<file path="src/rtl/pcie_rc_pkg.sv">
// ============================================================================
//  Module  : pcie_rc_pkg
//  Purpose : Shared constants for the RC completion realigner: descriptor
//            field offsets, FSM state encodings and the DW keep-mask helper.
//  Ports   : none (package)
//  Rev     : 1.0  initial release
// ============================================================================
`default_nettype none

package pcie_rc_pkg;

    // Number of descriptor dwords at the head of every SOP beat
    localparam int DESC_DW = 3;

    // Descriptor field offsets inside the SOP beat
    localparam int DWC_LSB = 32;
    localparam int DWC_MSB = 42;
    localparam int ERR_LSB = 12;
    localparam int ERR_MSB = 15;

    // Widest supported bus is 512 bits = 16 dwords
    localparam int MAX_KW = 16;

    // FSM state encodings
    localparam int         STATE_W   = 2;
    localparam logic [1:0] ST_IDLE   = 2'd0;
    localparam logic [1:0] ST_STREAM = 2'd1;
    localparam logic [1:0] ST_FLUSH  = 2'd2;
    localparam logic [1:0] ST_DROP   = 2'd3;

    // Contiguous DW-enable mask: min(count, kw) ones starting at bit 0
    function automatic logic [MAX_KW-1:0] dw_keep_mask(input logic [10:0] count,
                                                      input int         kw);
        logic [MAX_KW-1:0] m;
        m = '0;
        for (int i = 0; i < MAX_KW; i++) begin
            if ((i < kw) && (11'(i) < count)) begin
                m[i] = 1'b1;
            end
        end
        return m;
    endfunction

endpackage

`default_nettype wire

</file>
<file path="src/rtl/rc_realigner_if.sv">
// ============================================================================
//  Module  : rc_realigner_if
//  Purpose : Bundles the RC AXI-Stream input and the aligned user output of
//            the realigner.
//  Modports: slave  - the realigner (consumes RC stream, drives user stream)
//            master - the environment (drives RC stream, consumes user stream)
//  Rev     : 1.0  initial release
// ============================================================================
`default_nettype none

interface rc_realigner_if #(
    parameter int DATA_WIDTH  = 256,
    parameter int TUSER_WIDTH = 75
);
    localparam int KW = DATA_WIDTH / 32;

    logic [DATA_WIDTH-1:0]  m_axis_rc_tdata;
    logic                   m_axis_rc_tvalid;
    logic [TUSER_WIDTH-1:0] m_axis_rc_tuser;
    logic [KW-1:0]          m_axis_rc_tkeep;
    logic                   m_axis_rc_tlast;
    logic                   m_axis_rc_tready;

    logic                   rc_valid;
    logic                   rc_ready;
    logic [DATA_WIDTH-1:0]  rc_payload;
    logic [KW-1:0]          rc_payload_dw_keep;
    logic                   rc_payload_last;
    logic                   rc_desc_valid;
    logic [95:0]            rc_descriptor;
    logic                   rc_err;

    modport slave (
        input  m_axis_rc_tdata, m_axis_rc_tvalid, m_axis_rc_tuser,
               m_axis_rc_tkeep, m_axis_rc_tlast, rc_ready,
        output m_axis_rc_tready, rc_valid, rc_payload, rc_payload_dw_keep,
               rc_payload_last, rc_desc_valid, rc_descriptor, rc_err
    );

    modport master (
        output m_axis_rc_tdata, m_axis_rc_tvalid, m_axis_rc_tuser,
               m_axis_rc_tkeep, m_axis_rc_tlast, rc_ready,
        input  m_axis_rc_tready, rc_valid, rc_payload, rc_payload_dw_keep,
               rc_payload_last, rc_desc_valid, rc_descriptor, rc_err
    );

endinterface

`default_nettype wire

</file>
<file path="src/rtl/rc_realign_out_reg.sv">
// ============================================================================
//  Module  : rc_realign_out_reg
//  Purpose : Single valid/ready output register for the realigned word.
//            Accepts a new word whenever it is empty or being drained.
//  Ports   : clk, rst_n        - clock, async active-low reset
//            load, load_*      - word to capture when can_load is high
//            out_ready         - downstream ready
//            can_load          - register can take a word this cycle
//            out_*             - registered word presented downstream
//  Rev     : 1.0  initial release
// ============================================================================
`default_nettype none

module rc_realign_out_reg #(
    parameter int DATA_WIDTH = 256,
    parameter int KW         = DATA_WIDTH / 32
) (
    input  logic                  clk,
    input  logic                  rst_n,
    input  logic                  load,
    input  logic [DATA_WIDTH-1:0] load_payload,
    input  logic [KW-1:0]         load_keep,
    input  logic                  load_last,
    input  logic                  load_desc,
    input  logic                  out_ready,
    output logic                  can_load,
    output logic                  out_valid,
    output logic [DATA_WIDTH-1:0] out_payload,
    output logic [KW-1:0]         out_keep,
    output logic                  out_last,
    output logic                  out_desc
);

    logic                  valid_q,   valid_d;
    logic [DATA_WIDTH-1:0] payload_q, payload_d;
    logic [KW-1:0]         keep_q,    keep_d;
    logic                  last_q,    last_d;
    logic                  desc_q,    desc_d;

    assign can_load = !valid_q || out_ready;

    always_comb begin
        valid_d   = valid_q;
        payload_d = payload_q;
        keep_d    = keep_q;
        last_d    = last_q;
        desc_d    = desc_q;
        if (can_load) begin
            valid_d = load;
            // Sideband flags never linger on an empty register
            last_d  = load && load_last;
            desc_d  = load && load_desc;
            if (load) begin
                payload_d = load_payload;
                keep_d    = load_keep;
            end
        end
    end

    always_ff @(posedge clk or negedge rst_n) begin
        if (!rst_n) begin
            valid_q   <= 1'b0;
            payload_q <= '0;
            keep_q    <= '0;
            last_q    <= 1'b0;
            desc_q    <= 1'b0;
        end else begin
            valid_q   <= valid_d;
            payload_q <= payload_d;
            keep_q    <= keep_d;
            last_q    <= last_d;
            desc_q    <= desc_d;
        end
    end

    assign out_valid   = valid_q;
    assign out_payload = payload_q;
    assign out_keep    = keep_q;
    assign out_last    = last_q;
    assign out_desc    = desc_q;

endmodule

`default_nettype wire

</file>
<file path="src/rtl/rc_realigner.sv">
// ============================================================================
//  Module  : rc_realigner
//  Purpose : PCIe RC completion realigner. Strips the 3-DW descriptor from
//            each SOP beat and shifts payload so DW0 lands at bit 0 of every
//            output word. Last/keep come from the descriptor dword count,
//            with a flush beat for residue left in the holding register.
//  Ports   : clk, rst_n  - clock, async active-low reset
//            bus         - rc_realigner_if.slave (RC input + user output)
//  Config  : RC_REALIGN_DROP_POISON_EN - when defined, packets whose
//            descriptor error code is non-zero are dropped silently apart
//            from one rc_err pulse at their SOP.
//  Rev     : 1.0  initial release
// ============================================================================
`default_nettype none

module rc_realigner
    import pcie_rc_pkg::*;
#(
    parameter int DATA_WIDTH  = 256,
    parameter int TUSER_WIDTH = 75,
    parameter int SOP_BIT     = 32
) (
    input logic          clk,
    input logic          rst_n,
    rc_realigner_if.slave bus
);

    localparam int         KW    = DATA_WIDTH / 32;
    localparam int         HW    = DATA_WIDTH - 32 * DESC_DW;
    localparam logic [10:0] P_DW  = 11'(KW - DESC_DW);
    localparam logic [10:0] KW_DW = 11'(KW);

    logic [STATE_W-1:0] state_q, state_d;
    logic [10:0]        rem_q,   rem_d;
    logic [HW-1:0]      hold_q,  hold_d;
    logic [95:0]        desc_q,  desc_d;
    logic               first_q, first_d;
    logic               err_q,   err_d;

    logic                  can_load, out_valid, accept, sop, in_last, poison;
    logic [10:0]           dwc, take, rem_left;
    logic                  load, load_last, load_desc;
    logic [DATA_WIDTH-1:0] load_payload;
    logic [10:0]           load_count;
    logic [MAX_KW-1:0]     keep_full;

    assign bus.m_axis_rc_tready = rst_n && can_load && (state_q != ST_FLUSH);
    assign accept   = bus.m_axis_rc_tvalid && bus.m_axis_rc_tready;
    assign sop      = bus.m_axis_rc_tuser[SOP_BIT];
    assign in_last  = bus.m_axis_rc_tlast;
    assign dwc      = bus.m_axis_rc_tdata[DWC_MSB:DWC_LSB];
    assign take     = (rem_q < KW_DW) ? rem_q : KW_DW;
    assign rem_left = rem_q - take;

`ifdef RC_REALIGN_DROP_POISON_EN
    assign poison = (bus.m_axis_rc_tdata[ERR_MSB:ERR_LSB] != 4'd0);
`else
    assign poison = 1'b0;
`endif

    always_comb begin
        state_d      = state_q;
        rem_d        = rem_q;
        hold_d       = hold_q;
        desc_d       = desc_q;
        first_d      = first_q;
        err_d        = 1'b0;
        load         = 1'b0;
        load_payload = '0;
        load_count   = '0;
        load_last    = 1'b0;
        load_desc    = 1'b0;
        case (state_q)
            ST_IDLE: begin
                if (accept) begin
                    if (!sop) begin
                        err_d = 1'b1;
                    end else begin
                        desc_d = bus.m_axis_rc_tdata[95:0];
                        hold_d = bus.m_axis_rc_tdata[DATA_WIDTH-1:96];
                        if (poison) begin
                            err_d = 1'b1;
                            if (!in_last) state_d = ST_DROP;
                        end else if (dwc <= P_DW) begin
                            load         = 1'b1;
                            load_payload = {96'b0, bus.m_axis_rc_tdata[DATA_WIDTH-1:96]};
                            load_count   = dwc;
                            load_last    = 1'b1;
                            load_desc    = 1'b1;
                        end else if (in_last) begin
                            // Packet ends in its SOP beat but claims more data:
                            // deliver what arrived as a truncated last word
                            err_d   = 1'b1;
                            rem_d   = P_DW;
                            first_d = 1'b1;
                            state_d = ST_FLUSH;
                        end else begin
                            rem_d   = dwc;
                            first_d = 1'b1;
                            state_d = ST_STREAM;
                        end
                    end
                end
            end
            ST_STREAM: begin
                if (accept) begin
                    load         = 1'b1;
                    load_payload = {bus.m_axis_rc_tdata[95:0], hold_q};
                    load_count   = take;
                    load_desc    = first_q;
                    first_d      = 1'b0;
                    hold_d       = bus.m_axis_rc_tdata[DATA_WIDTH-1:96];
                    rem_d        = rem_left;
                    if (rem_left == 11'd0) begin
                        load_last = 1'b1;
                        if (in_last) begin
                            state_d = ST_IDLE;
                        end else begin
                            // Count exhausted early: discard beats up to tlast
                            err_d   = 1'b1;
                            state_d = ST_DROP;
                        end
                    end else if (in_last) begin
                        state_d = ST_FLUSH;
                        if (rem_left > P_DW) begin
                            // Early tlast: flush only what the holding register has
                            err_d = 1'b1;
                            rem_d = P_DW;
                        end
                    end
                end
            end
            ST_FLUSH: begin
                if (can_load) begin
                    load         = 1'b1;
                    load_payload = {96'b0, hold_q};
                    load_count   = rem_q;
                    load_last    = 1'b1;
                    load_desc    = first_q;
                    first_d      = 1'b0;
                    rem_d        = '0;
                    state_d      = ST_IDLE;
                end
            end
            ST_DROP: begin
                if (accept && in_last) state_d = ST_IDLE;
            end
            default: state_d = ST_IDLE;
        endcase
    end

    always_ff @(posedge clk or negedge rst_n) begin
        if (!rst_n) begin
            state_q <= ST_IDLE;
            rem_q   <= '0;
            hold_q  <= '0;
            desc_q  <= '0;
            first_q <= 1'b0;
            err_q   <= 1'b0;
        end else begin
            state_q <= state_d;
            rem_q   <= rem_d;
            hold_q  <= hold_d;
            desc_q  <= desc_d;
            first_q <= first_d;
            err_q   <= err_d;
        end
    end

    assign keep_full = dw_keep_mask(load_count, KW);

    logic                  o_valid, o_last, o_desc;
    logic [DATA_WIDTH-1:0] o_payload;
    logic [KW-1:0]         o_keep;

    rc_realign_out_reg #(
        .DATA_WIDTH (DATA_WIDTH),
        .KW         (KW)
    ) u_out_reg (
        .clk          (clk),
        .rst_n        (rst_n),
        .load         (load),
        .load_payload (load_payload),
        .load_keep    (keep_full[KW-1:0]),
        .load_last    (load_last),
        .load_desc    (load_desc),
        .out_ready    (bus.rc_ready),
        .can_load     (can_load),
        .out_valid    (o_valid),
        .out_payload  (o_payload),
        .out_keep     (o_keep),
        .out_last     (o_last),
        .out_desc     (o_desc)
    );

    assign out_valid              = o_valid;
    assign bus.rc_valid           = out_valid;
    assign bus.rc_payload         = o_payload;
    assign bus.rc_payload_dw_keep = o_keep;
    assign bus.rc_payload_last    = o_last;
    assign bus.rc_desc_valid      = o_desc;
    assign bus.rc_descriptor      = desc_q;
    assign bus.rc_err             = err_q;

    // tkeep and the rest of tuser carry nothing this block needs
    logic unused_bits;
    assign unused_bits = ^{keep_full, bus.m_axis_rc_tkeep, bus.m_axis_rc_tuser};

endmodule

`default_nettype wire

</file>
<file path="src/flat_wrapper.sv">
// flat-port wrapper written by rule: the top's interface ports become plain ports
module rc_realigner_flat import pcie_rc_pkg::*;
#(
    parameter int DATA_WIDTH  = 256,
    parameter int TUSER_WIDTH = 75,
    parameter int SOP_BIT     = 32
)
  (clk, rst_n, bus_m_axis_rc_tdata, bus_m_axis_rc_tvalid, bus_m_axis_rc_tuser, bus_m_axis_rc_tkeep, bus_m_axis_rc_tlast, bus_rc_ready, bus_m_axis_rc_tready, bus_rc_valid, bus_rc_payload, bus_rc_payload_dw_keep, bus_rc_payload_last, bus_rc_desc_valid, bus_rc_descriptor, bus_rc_err);
  rc_realigner_if #(.DATA_WIDTH(DATA_WIDTH), .TUSER_WIDTH(TUSER_WIDTH)) bus_i ();
  input logic clk;
  input logic rst_n;
  input wire logic [$bits(bus_i.m_axis_rc_tdata)-1:0] bus_m_axis_rc_tdata;
  input wire logic [$bits(bus_i.m_axis_rc_tvalid)-1:0] bus_m_axis_rc_tvalid;
  input wire logic [$bits(bus_i.m_axis_rc_tuser)-1:0] bus_m_axis_rc_tuser;
  input wire logic [$bits(bus_i.m_axis_rc_tkeep)-1:0] bus_m_axis_rc_tkeep;
  input wire logic [$bits(bus_i.m_axis_rc_tlast)-1:0] bus_m_axis_rc_tlast;
  input wire logic [$bits(bus_i.rc_ready)-1:0] bus_rc_ready;
  output wire logic [$bits(bus_i.m_axis_rc_tready)-1:0] bus_m_axis_rc_tready;
  output wire logic [$bits(bus_i.rc_valid)-1:0] bus_rc_valid;
  output wire logic [$bits(bus_i.rc_payload)-1:0] bus_rc_payload;
  output wire logic [$bits(bus_i.rc_payload_dw_keep)-1:0] bus_rc_payload_dw_keep;
  output wire logic [$bits(bus_i.rc_payload_last)-1:0] bus_rc_payload_last;
  output wire logic [$bits(bus_i.rc_desc_valid)-1:0] bus_rc_desc_valid;
  output wire logic [$bits(bus_i.rc_descriptor)-1:0] bus_rc_descriptor;
  output wire logic [$bits(bus_i.rc_err)-1:0] bus_rc_err;
  assign bus_i.m_axis_rc_tdata = bus_m_axis_rc_tdata;
  assign bus_i.m_axis_rc_tvalid = bus_m_axis_rc_tvalid;
  assign bus_i.m_axis_rc_tuser = bus_m_axis_rc_tuser;
  assign bus_i.m_axis_rc_tkeep = bus_m_axis_rc_tkeep;
  assign bus_i.m_axis_rc_tlast = bus_m_axis_rc_tlast;
  assign bus_i.rc_ready = bus_rc_ready;
  assign bus_m_axis_rc_tready = bus_i.m_axis_rc_tready;
  assign bus_rc_valid = bus_i.rc_valid;
  assign bus_rc_payload = bus_i.rc_payload;
  assign bus_rc_payload_dw_keep = bus_i.rc_payload_dw_keep;
  assign bus_rc_payload_last = bus_i.rc_payload_last;
  assign bus_rc_desc_valid = bus_i.rc_desc_valid;
  assign bus_rc_descriptor = bus_i.rc_descriptor;
  assign bus_rc_err = bus_i.rc_err;
  rc_realigner #(.DATA_WIDTH(DATA_WIDTH), .TUSER_WIDTH(TUSER_WIDTH), .SOP_BIT(SOP_BIT)) u_core (.clk(clk), .rst_n(rst_n), .bus(bus_i));
endmodule
</file>
<file path="config.mk">
export PLATFORM = sky130hd
export DESIGN_NAME = rc_realigner_flat
export DESIGN_NICKNAME = d
export VERILOG_FILES = /design/src/rtl/pcie_rc_pkg.sv /design/src/rtl/rc_realigner_if.sv /design/src/rtl/rc_realign_out_reg.sv /design/src/rtl/rc_realigner.sv /design/src/flat_wrapper.sv
export SDC_FILE = /design/constraint.sdc
export NUM_CORES = 1
export LEC_CHECK = 0
export CAP_MARGIN = 20
export CORE_AREA = 4 4 271 273
export CTS_CLUSTER_DIAMETER = 60
export DETAILED_ROUTE_END_ITERATION = 10
export DIE_AREA = 0 0 275 277
export PLACE_DENSITY = 0.65
export SYNTH_ARGS = -nofsm -noshare
export SYNTH_HDL_FRONTEND = slang
export SYNTH_SLANG_ARGS = --single-unit
export TNS_END_PERCENT = 50
</file>
<file path="constraint.sdc">
create_clock -name clk -period 8.9 [get_ports clk]
set_input_delay 1.78 -clock clk [delete_from_list [all_inputs] [get_ports clk]]
set_output_delay 1.78 -clock clk [all_outputs]
set_load 0.05 [all_outputs]
</file>
==> impl_metrics.toml <==
[outcome]
outcome = "complete, no violations"

[flow_run]
max-cap-violations = 0

[sta]
max_slew_margin = 0.183
worstMarginPinSlew_ps = 1230
finalCritPeriodShare = 0.610
totalNegativeSetupSlack_ps = 0
rsz0062_at_grt = "no"
final_period_minus_worst_setup_slack_ps = 5430
clock_skew_ps = 25.2
finalHoldViolations = 0
final_max_slew_viol_count = 0
fmax_mhz = 184
finalSetupViolCount = 0

[drt]
detail_route.iter0.violations = 1194
drt_pre_antenna_iters = 5
drc = 0
vias = 17300
wirelength_um = 68800
ant_nets = 0
detail_route.wl_per_cell_um = 19.8
drt-vias-per-instance = 4.98

[power_and_ir_drop]
p_comb_frac = 0.500
share_seq_of_total_power = 0.304
power.clock.fraction = 0.197
net_sw_power_mw = 6.16
total_internal_power_mw = 7.59
netSwitchingFraction = 0.448
leakage_nw = 13.4
peakVddDrop_uv = 267
power_density_over_the_cells_nw_per_um2 = 438

[die]
placeableCoreArea_um2 = 71100
pin_count = 709
dieHeight_um = 277
fp.dieW_um = 275
floorplan.initialDensity = 0.310
num_rows = 98
die-area_um2 = 76200

[layout]
layout.cells.most_common_list = "625 x sky130_fd_sc_hd__clkdlybuf4s50_1, 538 x sky130_fd_sc_hd__dfrtp_1, 343 x sky130_fd_sc_hd__nor2_1, 257 x sky130_fd_sc_hd__mux2_2, 220 x sky130_fd_sc_hd__nand2_1"
finish.net_count = 2828
final_instance_area_um2 = 31400
drive_gt1_frac = 0.155
area.growth.synth_to_final_pct = 42.5
mostFrequentLayoutCell = "sky130_fd_sc_hd__clkdlybuf4s50_1"

[clocking]
cts_root_buffer = "sky130_fd_sc_hd__clkbuf_16"
post-cts-setup-buffer-count = 0
clock_latency_ps = 580
cts-buffers-inserted = 66
cts-root-to-sink-buffers = 3
cts.repair.resized = 0
cts_hold_buf = 0
clock_tree_from_tritoncts = "done"
number_of_clock_sinks_seen_by_cts = 538
htree_levels = 3
clkSlewWorstSetupHoldPaths_ps = 50

[logic_synthesis]
synthesis.yosys.warnings = 0
synth_area_um2 = 22000
syn_nets = 2262
yosysSeqAreaShare = 0.611
synth_seq_cells = 538
synthesis.instances = 1912
synth.distinct_cells = 57
post-synth-top-area-cell = "sky130_fd_sc_hd__dfrtp_1"
largest_cells_by_area_after_synthesis = "sky130_fd_sc_hd__dfrtp_1 61%, sky130_fd_sc_hd__mux2_2 13%, sky130_fd_sc_hd__a221oi_1 6.4%"
ys_dominant_reg_cell = "sky130_fd_sc_hd__dfrtp_1"
postSynthAreaPerCell_um2 = 11.5
synthDominantCellAreaShare = 0.611
synth_enable_flop_cells = 0
asyncSetResetFlopFracSynth = 1.00

[global_routing]
grt_first_pass_wirelength_um = 106000
grt_antenna_before_repair = 7
grt_overflow = 0
grt_use_total = 0.175
first_global_vias = 18000
largest_net_degree_at_the_start_of_global_routing = 166

[setup_path]
crit_arrival_ps = 3650
criticalPathCategory = "primary input to primary output"
worstSetupEndpointType = "primary output"
startpoint_type = "primary input"
timing.critical_path.required_ps = 7120
crit_path_max_fanout = 5

[worst_hold_path]
min-delay-path-class = "flip-flop to flip-flop"

[placed_design]
port_buffers = 626
gp_congestion = 0.825
post_dp_cell_area_um2 = 29100
hpwl_um = 45500
[layout make-up]
type                    instances  area, um^2
fillers                      6545       39700
flip-flops and latches        538       13500
multi-input cells            1222        7970
repair buffers                645        6540
clock buffers                  99        1960
well taps                     950        1190
clock inverters                19         263
inverters                       5        18.8
diodes                          5        12.5
[critical path, cell delays in order]
cell	delay (ps)
sky130_fd_sc_hd__clkdlybuf4s50_1	470
sky130_fd_sc_hd__nand2b_1	200
sky130_fd_sc_hd__nand2_1	80
sky130_fd_sc_hd__nor2_1	230
sky130_fd_sc_hd__clkdlybuf4s50_1	880
[Yosys cell counts (5+ instances only)]
cell type	number
sky130_fd_sc_hd__ha_1	6
sky130_fd_sc_hd__nor3_1	5
sky130_fd_sc_hd__a21oi_1	14
sky130_fd_sc_hd__inv_1	5
sky130_fd_sc_hd__dfrtp_1	538
sky130_fd_sc_hd__a31oi_1	7
sky130_fd_sc_hd__clkbuf_1	84
sky130_fd_sc_hd__mux2_2	257
sky130_fd_sc_hd__nor2_1	344
sky130_fd_sc_hd__nand2b_1	6
sky130_fd_sc_hd__a221oi_1	160
sky130_fd_sc_hd__nand3_1	90
sky130_fd_sc_hd__a21o_1	6
sky130_fd_sc_hd__buf_2	60
sky130_fd_sc_hd__o21ai_0	26
sky130_fd_sc_hd__and3_1	10
sky130_fd_sc_hd__nor4_1	6
sky130_fd_sc_hd__a221o_1	8
sky130_fd_sc_hd__nand2_1	220
[layer usage]
metal | global-route usage | share of wire
met1 | 0.209 | 0.39
met2 | 0.297 | 0.50
met3 | 0.0598 | 0.090
met4 | 0.0557 | 0.023
met5 | 0 | 0.00039
[state kept, by name (all words and copies together), names as in the netlist]
name,cells
u_core.u_out_reg.out_desc,1
u_core.rem_q,11
u_core.u_out_reg.out_payload,256
u_core.bus.rc_err,1
u_core.first_q,1
u_core.u_out_reg.out_last,1
u_core.u_out_reg.out_keep,8
u_core.state_q,2
u_core.bus.rc_descriptor,96
u_core.hold_q,160
u_core.u_out_reg.out_valid,1
[through the flow]
step	total power, mW	instances	utilization	setup slack [ps]	hold slack [ps]
after global placement	10.9	3358	0.410	3370	451
after floorplan	8.69	1912	-	4480	451
final	13.8	3483	0.442	3470	462
after global routing	14.5	3483	0.442	3330	484
after detailed placement	11.1	3358	0.410	3290	455
after CTS	13.9	3476	0.441	3380	468
[power groups by stage]
| stage | Sequential [mW] | Clock, mW | Combinational, mW |
|---|---|---|---|
| 6_report | 4.17 | 2.70 | 6.87 |
| 5_1_grt | 4.31 | 2.90 | 7.30 |
| 4_1_cts | 4.18 | 2.79 | 6.94 |
| 3_5_place_dp | 4.21 | 0 | 6.91 |
| 3_3_place_gp | 4.14 | 0 | 6.81 |
| 2_1_floorplan | 6.50 | 0 | 2.18 |
[final timing paths]
kind	startpoint	to	slack (ps)	cells after the start
min in group asynchronous	rst_n	u_core.hold_q[113]	1150	1
min reg2reg	u_core.u_out_reg.out_payload[229]	u_core.u_out_reg.out_payload[229]	460	2
max reg2reg	u_core.state_q[1]	u_core.u_out_reg.out_payload[199]	5040	9
max	bus_rc_ready	bus_m_axis_rc_tready	3470	5
max in group asynchronous	rst_n	u_core.rem_q[3]	6270	2
min	u_core.u_out_reg.out_payload[229]	u_core.u_out_reg.out_payload[229]	460	2
[kinds of logic (layout without fill, tap and decap cells)]
kind of cell,after synthesis,count (layout),share of synthesized area
and+or+nand+nor,707,707,0.133
buffers and inverters,152,768,0.0296
other,1,6,0.000170
muxes,258,258,0.132
AOI/OAI and AO/OA,249,249,0.0915
DFF,538,538,0.611
xor gates and xnor gates,1,1,0.000397
adders and majority gates,6,6,0.00341
Note: power is estimated with default switching activity, not from simulation.
